`src/rtl/corner_sequence_ctrl.sv`:
```
// corner_sequence_ctrl: debounced 4-corner gesture sequencer driven by per-frame detector flags
module corner_sequence_ctrl #(
    parameter int HOLD_FRAMES    = 3,
    parameter int TIMEOUT_FRAMES = 300
) (
    input  logic       clk,
    input  logic       rst_n,
    input  logic       vsync,
    input  logic       pass_lt,
    input  logic       pass_rt,
    input  logic       pass_lb,
    input  logic       pass_rb,
    input  logic [7:0] seq_cfg,
    input  logic       start,
    input  logic       abort,
    output logic       busy,
    output logic [1:0] step_idx,
    output logic [1:0] expect_corner,
    output logic [3:0] corner_mask,
    output logic       step_pulse,
    output logic       done,
    output logic       fail,
    output logic [2:0] state
);
    localparam int HW = $clog2(HOLD_FRAMES + 1);
    localparam int TW = $clog2(TIMEOUT_FRAMES + 1);
    typedef enum logic [2:0] {
        S_IDLE = 3'd0,
        S_HIT  = 3'd1,
        S_REL  = 3'd2,
        S_DONE = 3'd3,
        S_FAIL = 3'd4
    } state_t;
    state_t r_state, w_state;
    logic          r_vsync_d;
    logic [7:0]    r_seq, w_seq;
    logic [1:0]    r_step, w_step;
    logic [HW-1:0] r_hold, w_hold, r_wrong, w_wrong, w_hold_inc, w_wrong_inc;
    logic [TW-1:0] r_to, w_to, w_to_inc;
    logic [3:0]    r_mask, w_flags;
    logic          r_pulse, w_pulse;
    logic          w_ftick, w_none, w_single, w_match, w_accept, w_wrong_fail, w_timeout, w_busy;
    logic [1:0]    w_code;
    assign w_flags      = {pass_rb, pass_lb, pass_rt, pass_lt};
    assign w_ftick      = vsync & ~r_vsync_d;
    assign w_none       = w_flags == 4'd0;
    assign w_single     = !w_none && ((w_flags & (w_flags - 4'd1)) == 4'd0);
    assign w_code       = w_flags[1] ? 2'd1 : w_flags[2] ? 2'd2 : w_flags[3] ? 2'd3 : 2'd0;
    assign w_match      = w_single && (w_code == expect_corner);
    // counters saturate at their terminal value instead of wrapping
    assign w_hold_inc   = (r_hold == HW'(HOLD_FRAMES)) ? r_hold : r_hold + HW'(1);
    assign w_wrong_inc  = (r_wrong == HW'(HOLD_FRAMES)) ? r_wrong : r_wrong + HW'(1);
    assign w_to_inc     = (r_to == TW'(TIMEOUT_FRAMES)) ? r_to : r_to + TW'(1);
    assign w_accept     = w_match && (w_hold_inc >= HW'(HOLD_FRAMES));
    assign w_wrong_fail = w_single && !w_match && (w_wrong_inc >= HW'(HOLD_FRAMES));
    assign w_timeout    = w_to_inc >= TW'(TIMEOUT_FRAMES);
    assign w_busy       = (r_state == S_HIT) || (r_state == S_REL);
    always_comb begin
        w_state = r_state;
        w_seq   = r_seq;
        w_step  = r_step;
        w_hold  = r_hold;
        w_wrong = r_wrong;
        w_to    = r_to;
        w_pulse = 1'b0;
        if (abort) begin
            w_state = S_IDLE;
            w_step  = '0;
            w_hold  = '0;
            w_wrong = '0;
            w_to    = '0;
        end else if (start && !w_busy) begin
            w_state = S_HIT;
            w_seq   = seq_cfg;
            w_step  = '0;
            w_hold  = '0;
            w_wrong = '0;
            w_to    = '0;
        end else if (w_ftick && r_state == S_HIT) begin
            w_pulse = w_accept;
            w_step  = (w_accept && r_step != 2'd3) ? r_step + 2'd1 : r_step;
            w_hold  = (w_match && !w_accept) ? w_hold_inc : '0;
            w_wrong = (w_single && !w_match) ? w_wrong_inc : '0;
            w_to    = w_accept ? '0 : w_to_inc;
            w_state = w_accept ? ((r_step == 2'd3) ? S_DONE : S_REL) :
                      (w_wrong_fail || w_timeout) ? S_FAIL : S_HIT;
        end else if (w_ftick && r_state == S_REL) begin
            w_to    = w_none ? '0 : w_to_inc;
            w_state = w_none ? S_HIT : w_timeout ? S_FAIL : S_REL;
        end
    end
    always_ff @(posedge clk) begin
        if (!rst_n) begin
            r_state   <= S_IDLE;
            r_vsync_d <= 1'b0;
            r_seq     <= '0;
            r_step    <= '0;
            r_hold    <= '0;
            r_wrong   <= '0;
            r_to      <= '0;
            r_mask    <= '0;
            r_pulse   <= 1'b0;
        end else begin
            r_state   <= w_state;
            r_vsync_d <= vsync;
            r_seq     <= w_seq;
            r_step    <= w_step;
            r_hold    <= w_hold;
            r_wrong   <= w_wrong;
            r_to      <= w_to;
            r_mask    <= w_ftick ? w_flags : r_mask;
            r_pulse   <= w_pulse;
        end
    end
    assign expect_corner = r_seq[{r_step, 1'b0} +: 2];
    assign busy          = w_busy;
    assign step_idx      = r_step;
    assign corner_mask   = r_mask;
    assign step_pulse    = r_pulse;
    assign done          = r_state == S_DONE;
    assign fail          = r_state == S_FAIL;
    assign state         = r_state;
endmodule
```
`config.mk`:
```
export PLATFORM = sky130hd
export DESIGN_NAME = corner_sequence_ctrl
export DESIGN_NICKNAME = d
export VERILOG_FILES = /design/src/rtl/corner_sequence_ctrl.sv
export SDC_FILE = /design/constraint.sdc
export NUM_CORES = 1
export LEC_CHECK = 0
export BUFFER_PORTS_ARGS = -buffer_cell sky130_fd_sc_hd__buf_2
export CAP_MARGIN = 25
export CORE_MARGIN = 4
export CORE_UTILIZATION = 50
export CTS_CLUSTER_DIAMETER = 30
export DETAILED_ROUTE_END_ITERATION = 10
export PLACE_DENSITY_LB_ADDON = 0.2
export SYNTH_ARGS = -nofsm -noshare
export SYNTH_HDL_FRONTEND = slang
export SYNTH_SLANG_ARGS = --single-unit
```
`constraint.sdc`:
```
create_clock -name clk -period 2.25 [get_ports clk]
set_input_delay 0.1125 -clock clk [delete_from_list [all_inputs] [get_ports clk]]
set_output_delay 0.1125 -clock clk [all_outputs]
set_load 0.1 [all_outputs]
```
==> results of run 1 <==
==> stage by stage <==
stage | cells | utilization, % | cell area (µm²) | setup WS (ns) | setup TNS [ns]
global placement | 321 | 61.62 | 2290 | 0.01207 | 0
finish | 332 | 67.04 | 2491 | -0.06619 | -0.3258
CTS | 329 | 64.65 | 2402 | -0.01953 | -0.01953
detailed placement | 321 | 61.62 | 2290 | -0.05086 | -0.1240
global route | 332 | 67.04 | 2491 | -0.1444 | -1.331
floorplan | 232 | - | 1959 | -0.5712 | -6.855
==> synthesized netlist by cell type, types with 3 or more instances <==
library cell,n
nand4_1,6
mux2i_1,10
nand2b_1,8
nor2b_1,13
dfxtp_1,32
nor3_1,9
nor3b_1,3
nand3_1,10
and2_1,3
clkbuf_1,11
nor4_1,3
xnor2_1,3
a21boi_0,5
or2_1,3
a31oi_1,6
nor2_1,16
nand2_1,30
a21oi_1,10
o21ai_0,3
ha_1,3
inv_1,4
==> registers in the layout (all words and copies together) (netlist names), 2 cells and up <==
name	count
r_wrong	2
r_seq	8
state	3
corner_mask	4
step_idx	2
r_hold	2
r_to	9
==> final cells by class <==
class / count / area, µm²
multi-input cells: 183 / 1310
fillers: 322 / 1225
flip-flops and latches: 32 / 654.4
repair buffers: 57 / 361.6
clock buffers: 8 / 90.09
well taps: 48 / 60.06
inverters: 4 / 15.01
==> how the worst min path moves through the flow <==
stage                 to  slack [ns]  cells after the start
2_1_floorplan  r_vsync_d        0.23                      1
3_3_place_gp   r_vsync_d        0.34                      2
3_5_place_dp   r_vsync_d        0.35                      2
4_1_cts        r_vsync_d        0.05                      2
5_1_grt        r_vsync_d        0.06                      2
6_report       r_vsync_d        0.06                      2
==> power by group through the flow <==
stage	Sequential, mW	Combinational [mW]	Clock (mW)
6_report	0.590	0.211	0.463
5_1_grt	0.592	0.227	0.497
4_1_cts	0.589	0.204	0.474
3_5_place_dp	0.602	0.200	0
3_3_place_gp	0.600	0.197	0
2_1_floorplan	0.637	0.106	0
==> metal layers <==
metal	track usage, %	up-vias	routed length, µm
met5	0	-	0
met4	7.660	0	57
met1	26.41	906	2138
li1	-	944	-
met3	4.317	6	377
met2	32.85	64	2424
==> logic make-up (layout without fill, tap and decap cells) <==
family | after synthesis | count (layout) | share of synthesized area, %
AO/OA/AOI/OAI | 45 | 45 | 17.36
XOR/XNOR | 4 | 4 | 1.807
adder cells (fa/ha/maj) | 3 | 3 | 1.936
buffers and inverters | 17 | 69 | 3.741
flip-flops | 32 | 32 | 33.03
multiplexers | 14 | 14 | 10.19
AND/OR/NAND/NOR | 117 | 117 | 31.94
==> timing repair <==
| item | in CTS | in global routing |
|---|---|---|
| pin swaps | 1 | 7 |
| resized for setup | 4 | 19 |
| buffers inserted | 0 | 2 |
| gates cloned | 0 | 1 |
| setup endpoints to repair | 5 | 13 |
==> run metrics, run 1 <==
outcome finished, violations left; failing checks negative setup slack; R2R Setup Slk -0.07 ns; H-tree depth 2; crit path to r_to[4]; Hold Path Origin vsync; PwrDens 507.1 nW/µm²; Worst Skew 0.007744 ns; total track usage 20.34%; Critical-path top delay cell mux4_2; crit path kind reg2reg; GRT overflow 0; family with the most delay on the worst path multiplexers; initial antenna violation count 0; worst path bufs/invs 2; Worst R2R Start r_seq[0]; CTS Buf Count 5; post-DP HPWL 3468 µm; Post-Route WL 4997 µm; Yosys cell types 54; fin crit share 102.9%; via count 1920; Clock Pin Slew Worst Setup and Hold Paths 0.07 ns; commonest non-fill, non-tap cell in the layout buf_2; Starting Density 52.19%; Root Buffer clkbuf_8; sequential area share after synthesis 33.03%; clk_lat worst skew 0.28 ns; Tot Pwr 1.263 mW; Boundary Pins 32; Final nets 303; Slew Limit Fails 0; max incr delay on CP 0.48 ns; Sw Share 28.65%; drt via density 5.783; Comb pwr share 16.7%; post-route minimum period 2.316 ns; DRC Markers 0; Rows 22; worst slew pin tran 0.5255 ns; die height 70.28 µm; worst setup slack after layout -0.06619 ns; Final Hold Violating Endpoints 0; Mapped Nets 252; Yosys reg bits 32; Die Wd 70.28 µm; area delta synth->final 28.45%; RSZ-0062 raised after global routing yes; layout cells sized above 1 33.45%; synthesized area 1939 µm²; mean post-synth cell area 8.359 µm²; Max Cap Viol 0; Max Clk Rate 431.7 MHz; synth warn 0; Worst VDD drop 0.0004115 V; clk buf depth 2; post-route ant nets 0; CP startpoint r_seq[0]; most frequent cells in the layout buf_2, nand2_1, buf_4; worst flop-to-flop path endpoint r_to[4]; endpoints failing setup 10; Worst setup EP type register; worst endpoint required time 2.41 ns; vias in the first global route 1799; Buffers on Ports 31; Hold Path Class in2reg; Mapped Cells 232; total net switching power 362.0 µW; Clk pwr share 36.6%; full die area 4939 µm²; largest net degree at the start of global routing 15; R2R cell count 8; Hold Slack 0.05782 ns; initial detailed-routing violation count 162; CTS tree built; clk sinks 32; dominant synthesized flop cell dfxtp_1; diodes inserted 0; sequential fraction of design power 46.7%; ordered cell list for the critical path buf_4, mux4_2, mux2i_2, o221a_4, or3_4, buf_8, nand4_1, a31oi_1; wire length per cell 15.05 µm; Critical Path Source Type register; Async SR Flop Fraction 0%; slew margin rel. 64.88%; DR pass1 iterations 4; number of synthesized flops with an enable pin 0; arrival time at the worst endpoint 2.48 ns; CTS Hold Bufs 0; Leak 0.9636 nW; Placer Congestion 0.9278; global-route wire length before repair 8197 µm; top cells by area, synth dfxtp_1, nand2_1, mux2i_1; CP Max Fanout 7; Core Region 3716 µm²; Pint 901.3 µW; Yosys top cell area share 33.03%; Stages on worst setup path 8; top cell type by total area after synthesis dfxtp_1
No activity file was read; power rests on OpenSTA's default activity.
==> run 2, diff against run 1 <==
Settings changed: RECOVER_POWER set to 25.
==> run 2 against run 1 <==
Die area unchanged. Largest power group unchanged. Sequential power about the same. Fmax increased by 0.27%. Clock power about the same. The run still ends with negative setup slack left. Critical endpoint unchanged. First-iteration DRC count decreased by 7.4%. Largest cell class unchanged. Setup slack improved by 0.0062 ns. Final area decreased by 0.20%. Hold slack improved by 0.00058 ns.
==> run metrics, run 2 (synthesis gave the netlist of run 1 again) <==
CTS tree built; CTS Buf Count 5; outcome finished, violations left; Worst Skew 0.007769 ns; global-route wire length before repair 8197 µm; PwrDens 508.0 nW/µm²; clk buf depth 2; most frequent cells in the layout nand2_1, buf_2, buf_4; DR pass1 iterations 4; clk_lat worst skew 0.28 ns; worst slew pin tran 1.174 ns; diodes inserted 0; arrival time at the worst endpoint 2.47 ns; via count 1918; commonest non-fill, non-tap cell in the layout nand2_1; initial detailed-routing violation count 150; layout cells sized above 1 32.04%; Leak 0.9484 nW; Slew Limit Fails 0; Boundary Pins 32; dpl ws -0.05086 ns; max reg flops 9; post-DP HPWL 3468 µm; DRC Markers 0; Final Hold Violating Endpoints 0; Worst VDD drop 0.0004114 V; vias in the first global route 1799; Most flops, register r_to; GRT overflow 0; H-tree depth 2; clk sinks 32; filler cell count 325; Hold Path Class in2reg; worst setup slack after layout -0.05996 ns; total track usage 20.34%; Root Buffer clkbuf_8; failing checks negative setup slack; area delta synth->final 28.19%; crit path kind reg2reg; Hold Slack 0.05840 ns; full die area 4939 µm²; Worst setup EP type register; slew margin rel. 22.05%; Max Clk Rate 432.9 MHz; post-route minimum period 2.310 ns; die height 70.28 µm; largest net degree at the start of global routing 15; Post-Route WL 4990 µm; Rows 22; CTS Hold Bufs 0; fin crit share 102.7%; wire length per cell 15.03 µm; drt via density 5.777; CP Max Fanout 7; Buffers on Ports 31; RSZ-0062 raised after global routing yes; Max Cap Viol 0; Clock Pin Slew Worst Setup and Hold Paths 0.07 ns; initial antenna violation count 0; Core Region 3716 µm²; endpoints failing setup 10; Final nets 303; setup_tns -0.2794 ns; Die Wd 70.28 µm; worst endpoint required time 2.41 ns; Placer Congestion 0.9278; Critical Path Source Type register; Starting Density 52.19%; post-route ant nets 0
run 2: final cells by class:
| cell class | count | area (µm²) | area share (%) |
|---|---|---|---|
| Inverter | 4 | 15.01 | 0.6039 |
| Timing Repair Buffer | 57 | 356.6 | 14.34 |
| Clock buffer | 8 | 90.09 | 3.624 |
| Tap cell | 48 | 60.06 | 2.416 |
| Sequential cell | 32 | 654.4 | 26.32 |
| Multi-Input combinational cell | 183 | 1310 | 52.69 |
run 2: timing repair:
item                                    CTS  global route
pin swaps                                 1             7
endpoints found under the setup margin    5            13
gates resized for setup                   4            19
buffers inserted                          0             2
gates cloned                              0             1
run 2: path summary, 6_finish.rpt:
check                                 endpoint  depth (start not counted)  slack, ns           start
worst max-delay path                   r_to[4]                          8      -0.06        r_seq[0]
worst min-delay path                 r_vsync_d                          2       0.06           vsync
worst min register to register  corner_mask[3]                          2       0.46  corner_mask[3]
worst max register to register         r_to[4]                          8      -0.06        r_seq[0]
run 2: per-stage QoR:
| stage | std cells | util (%) | power [mW] | instance area (µm²) |
|---|---|---|---|---|
| 3_3_place_gp | 321 | 61.62 | 0.7974 | 2290 |
| 4_1_cts | 329 | 64.65 | 1.267 | 2402 |
| 3_5_place_dp | 321 | 61.62 | 0.8015 | 2290 |
| 6_report | 332 | 66.90 | 1.263 | 2486 |
| 5_1_grt | 332 | 66.90 | 1.315 | 2486 |
| 2_1_floorplan | 232 | - | 0.7432 | 1959 |
run 2: worst max-delay path, cell delays in order (launching register included):
cell	delay, ns
dfxtp_1	0.31
buf_4	0.13
mux4_2	0.48
mux2i_2	0.18
o221a_4	0.32
or3_4	0.39
buf_8	0.15
nand4_1	0.10
a31oi_1	0.11
run 2: report_power, final:
group / total [mW] / internal, mW / switching, mW / leakage, nW
sequential: 0.590 / 0.580 / 0.0101 / 0.264
clock: 0.463 / 0.250 / 0.213 / 0.0455
combinational: 0.210 / 0.0712 / 0.139 / 0.639
total: 1.26 / 0.901 / 0.362 / 0.948
run 2: routing by layer:
layer / global-route usage, % / vias to the layer above / routed length [µm]
met2: 32.85 / 64 / 2434
met1: 26.41 / 902 / 2157
li1: - / 946 / -
met4: 7.660 / 0 / 57
met5: 0 / - / 0
met3: 4.317 / 6 / 341
==> run 3, diff against run 2 <==
Settings changed: CELL_PAD_IN_SITES_DETAIL_PLACEMENT set to 1, CELL_PAD_IN_SITES_GLOBAL_PLACEMENT set to 2, CORE_UTILIZATION 50 to 36.
Clock period 2.25 ns to 2.8 ns, I/O delays scaled along.
==> run 3 against run 2 <==
The run now ends clean. Flip-flop and latch count stayed put. Final area decreased by 9.5%. Die area is 34% higher. Total power is 22% lower. Setup slack gained 0.33 ns. Global-route usage shrank 3.6 points. Cell count unchanged. Sequential share of layout area increased by 2.4 points. Clock skew shrank 0.0027 ns.
==> run metrics, run 3 (synthesis gave the netlist of run 1 again) <==
Max Clk Rate 394.6 MHz; R2R Setup Slk 0.27 ns; Sw Share 28.16%; max reg flops 9; area delta synth->final 16.00%; clk sinks 32; largest net degree at the start of global routing 17; placed cells 324; total track usage 16.72%; WL met3 191 µm; Non-Filler Instances 332; post-cts sizing count 0; Boundary Pins 32; met1 wire length 2596 µm; dpl ws 0.2923 ns; full die area 6625 µm²; most frequent cells in the layout nand2_1, dfxtp_1, buf_2; R2R cell count 6; Comb pwr share 15.1%; Final Util 43.49%; filler cell count 628; Core Region 5172 µm²; Placer Congestion 0.7680; CP startpoint r_seq[6]; Post-CTS Setup Inserts 0; PwrDens 440.4 nW/µm²; worst flop-to-flop path endpoint r_to[3]; crit path kind reg2reg; Starting Density 37.49%; slew margin rel. 22.59%; DRC Markers 0; Root Buffer clkbuf_8; H-tree depth 2; CP Max Fanout 14; post-route minimum period 2.534 ns; crit path to r_to[3]; Final nets 281; Die Wd 81.40 µm; wire length per cell 14.91 µm; Critical Path Source Type register; diodes inserted 0; worst endpoint required time 2.94 ns; clk buf depth 2; endpoints failing setup 0; RSZ-0062 raised after global routing no; Tot Pwr 990.7 µW; vias in the first global route 1724; Most flops, register r_to; clk_lat worst skew 0.28 ns; drt via density 5.380; outcome completed; Max Cap Viol 0; initial detailed-routing violation count 82; post-DP HPWL 3704 µm; Clk pwr share 37.0%; CTS tree built; Leak 0.8091 nW; Final Hold Violating Endpoints 0; Worst VDD drop 0.0002722 V; Hold Path Class in2reg; global-route wire length before repair 8473 µm; met2 routed WL 2077 µm; DR pass1 iterations 4; arrival time at the worst endpoint 2.68 ns; CTS Buf Count 5; Buffers on Ports 31; worst slew pin tran 1.166 ns; sequential fraction of design power 47.9%; Hold Slack 0.08542 ns; Worst R2R Start r_seq[6]; Pint 711.7 µW; via count 1786; layout cells sized above 1 18.32%; Hold Path Origin vsync; total net switching power 279.0 µW; worst setup slack after layout 0.2657 ns; Worst setup EP type register; Worst Skew 0.005065 ns; Rows 26; Clock Pin Slew Worst Setup and Hold Paths 0.07 ns; CTS Hold Bufs 0; GRT overflow 0; fin crit share 90.51%; initial antenna violation count 0; Slew Limit Fails 0; highest metal used met4; post-route ant nets 0; die height 81.40 µm; Post-Route WL 4950 µm
[run 3: cell type report]
cell class	count	area (µm²)	area share, %
multi-input combinational	183	1235	54.89
sequential	32	645.6	28.70
timing repair buffer	35	176.4	7.842
clock buffer	8	90.09	4.004
tap	70	87.58	3.893
inverter	4	15.01	0.6674
[run 3: worst max-delay path, cell delays in order (launching register included)]
cell and delay, ns:
dfxtp_1 0.34, or2_0 0.22, mux4_2 0.48, o41a_1 0.39
or3_1 0.63, a31oi_1 0.27, nor3_1 0.07
[run 3: power by group through the flow]
stage / registers, mW / clock network (mW) / logic, mW
final: 0.474 / 0.367 / 0.150
after global routing: 0.475 / 0.410 / 0.164
after CTS: 0.474 / 0.385 / 0.153
after detailed placement: 0.484 / 0 / 0.153
after global placement: 0.483 / 0 / 0.151
after floorplan: 0.512 / 0 / 0.0849
[run 3: how the worst min path moves through the flow]
stage | cells after the start | to
final | 2 | r_vsync_d
after global routing | 2 | r_vsync_d
after CTS | 2 | r_vsync_d
after detailed placement | 2 | r_vsync_d
after global placement | 2 | r_vsync_d
after floorplan | 1 | r_vsync_d
[run 3: stage by stage]
| stage | setup TNS [ns] | cell area (µm²) |
|---|---|---|
| final | 0 | 2250 |
| after global routing | 0 | 2250 |
| after CTS | 0 | 2258 |
| after detailed placement | 0 | 2168 |
| after global placement | 0 | 2168 |
| after floorplan | -0.02136 | 1953 |
[run 3: routing by layer]
metal	GRT usage, %	up-vias
li1	-	898
met1	23.75	853
met2	24.35	28
met3	3.326	7
met4	7.095	0
met5	0	-
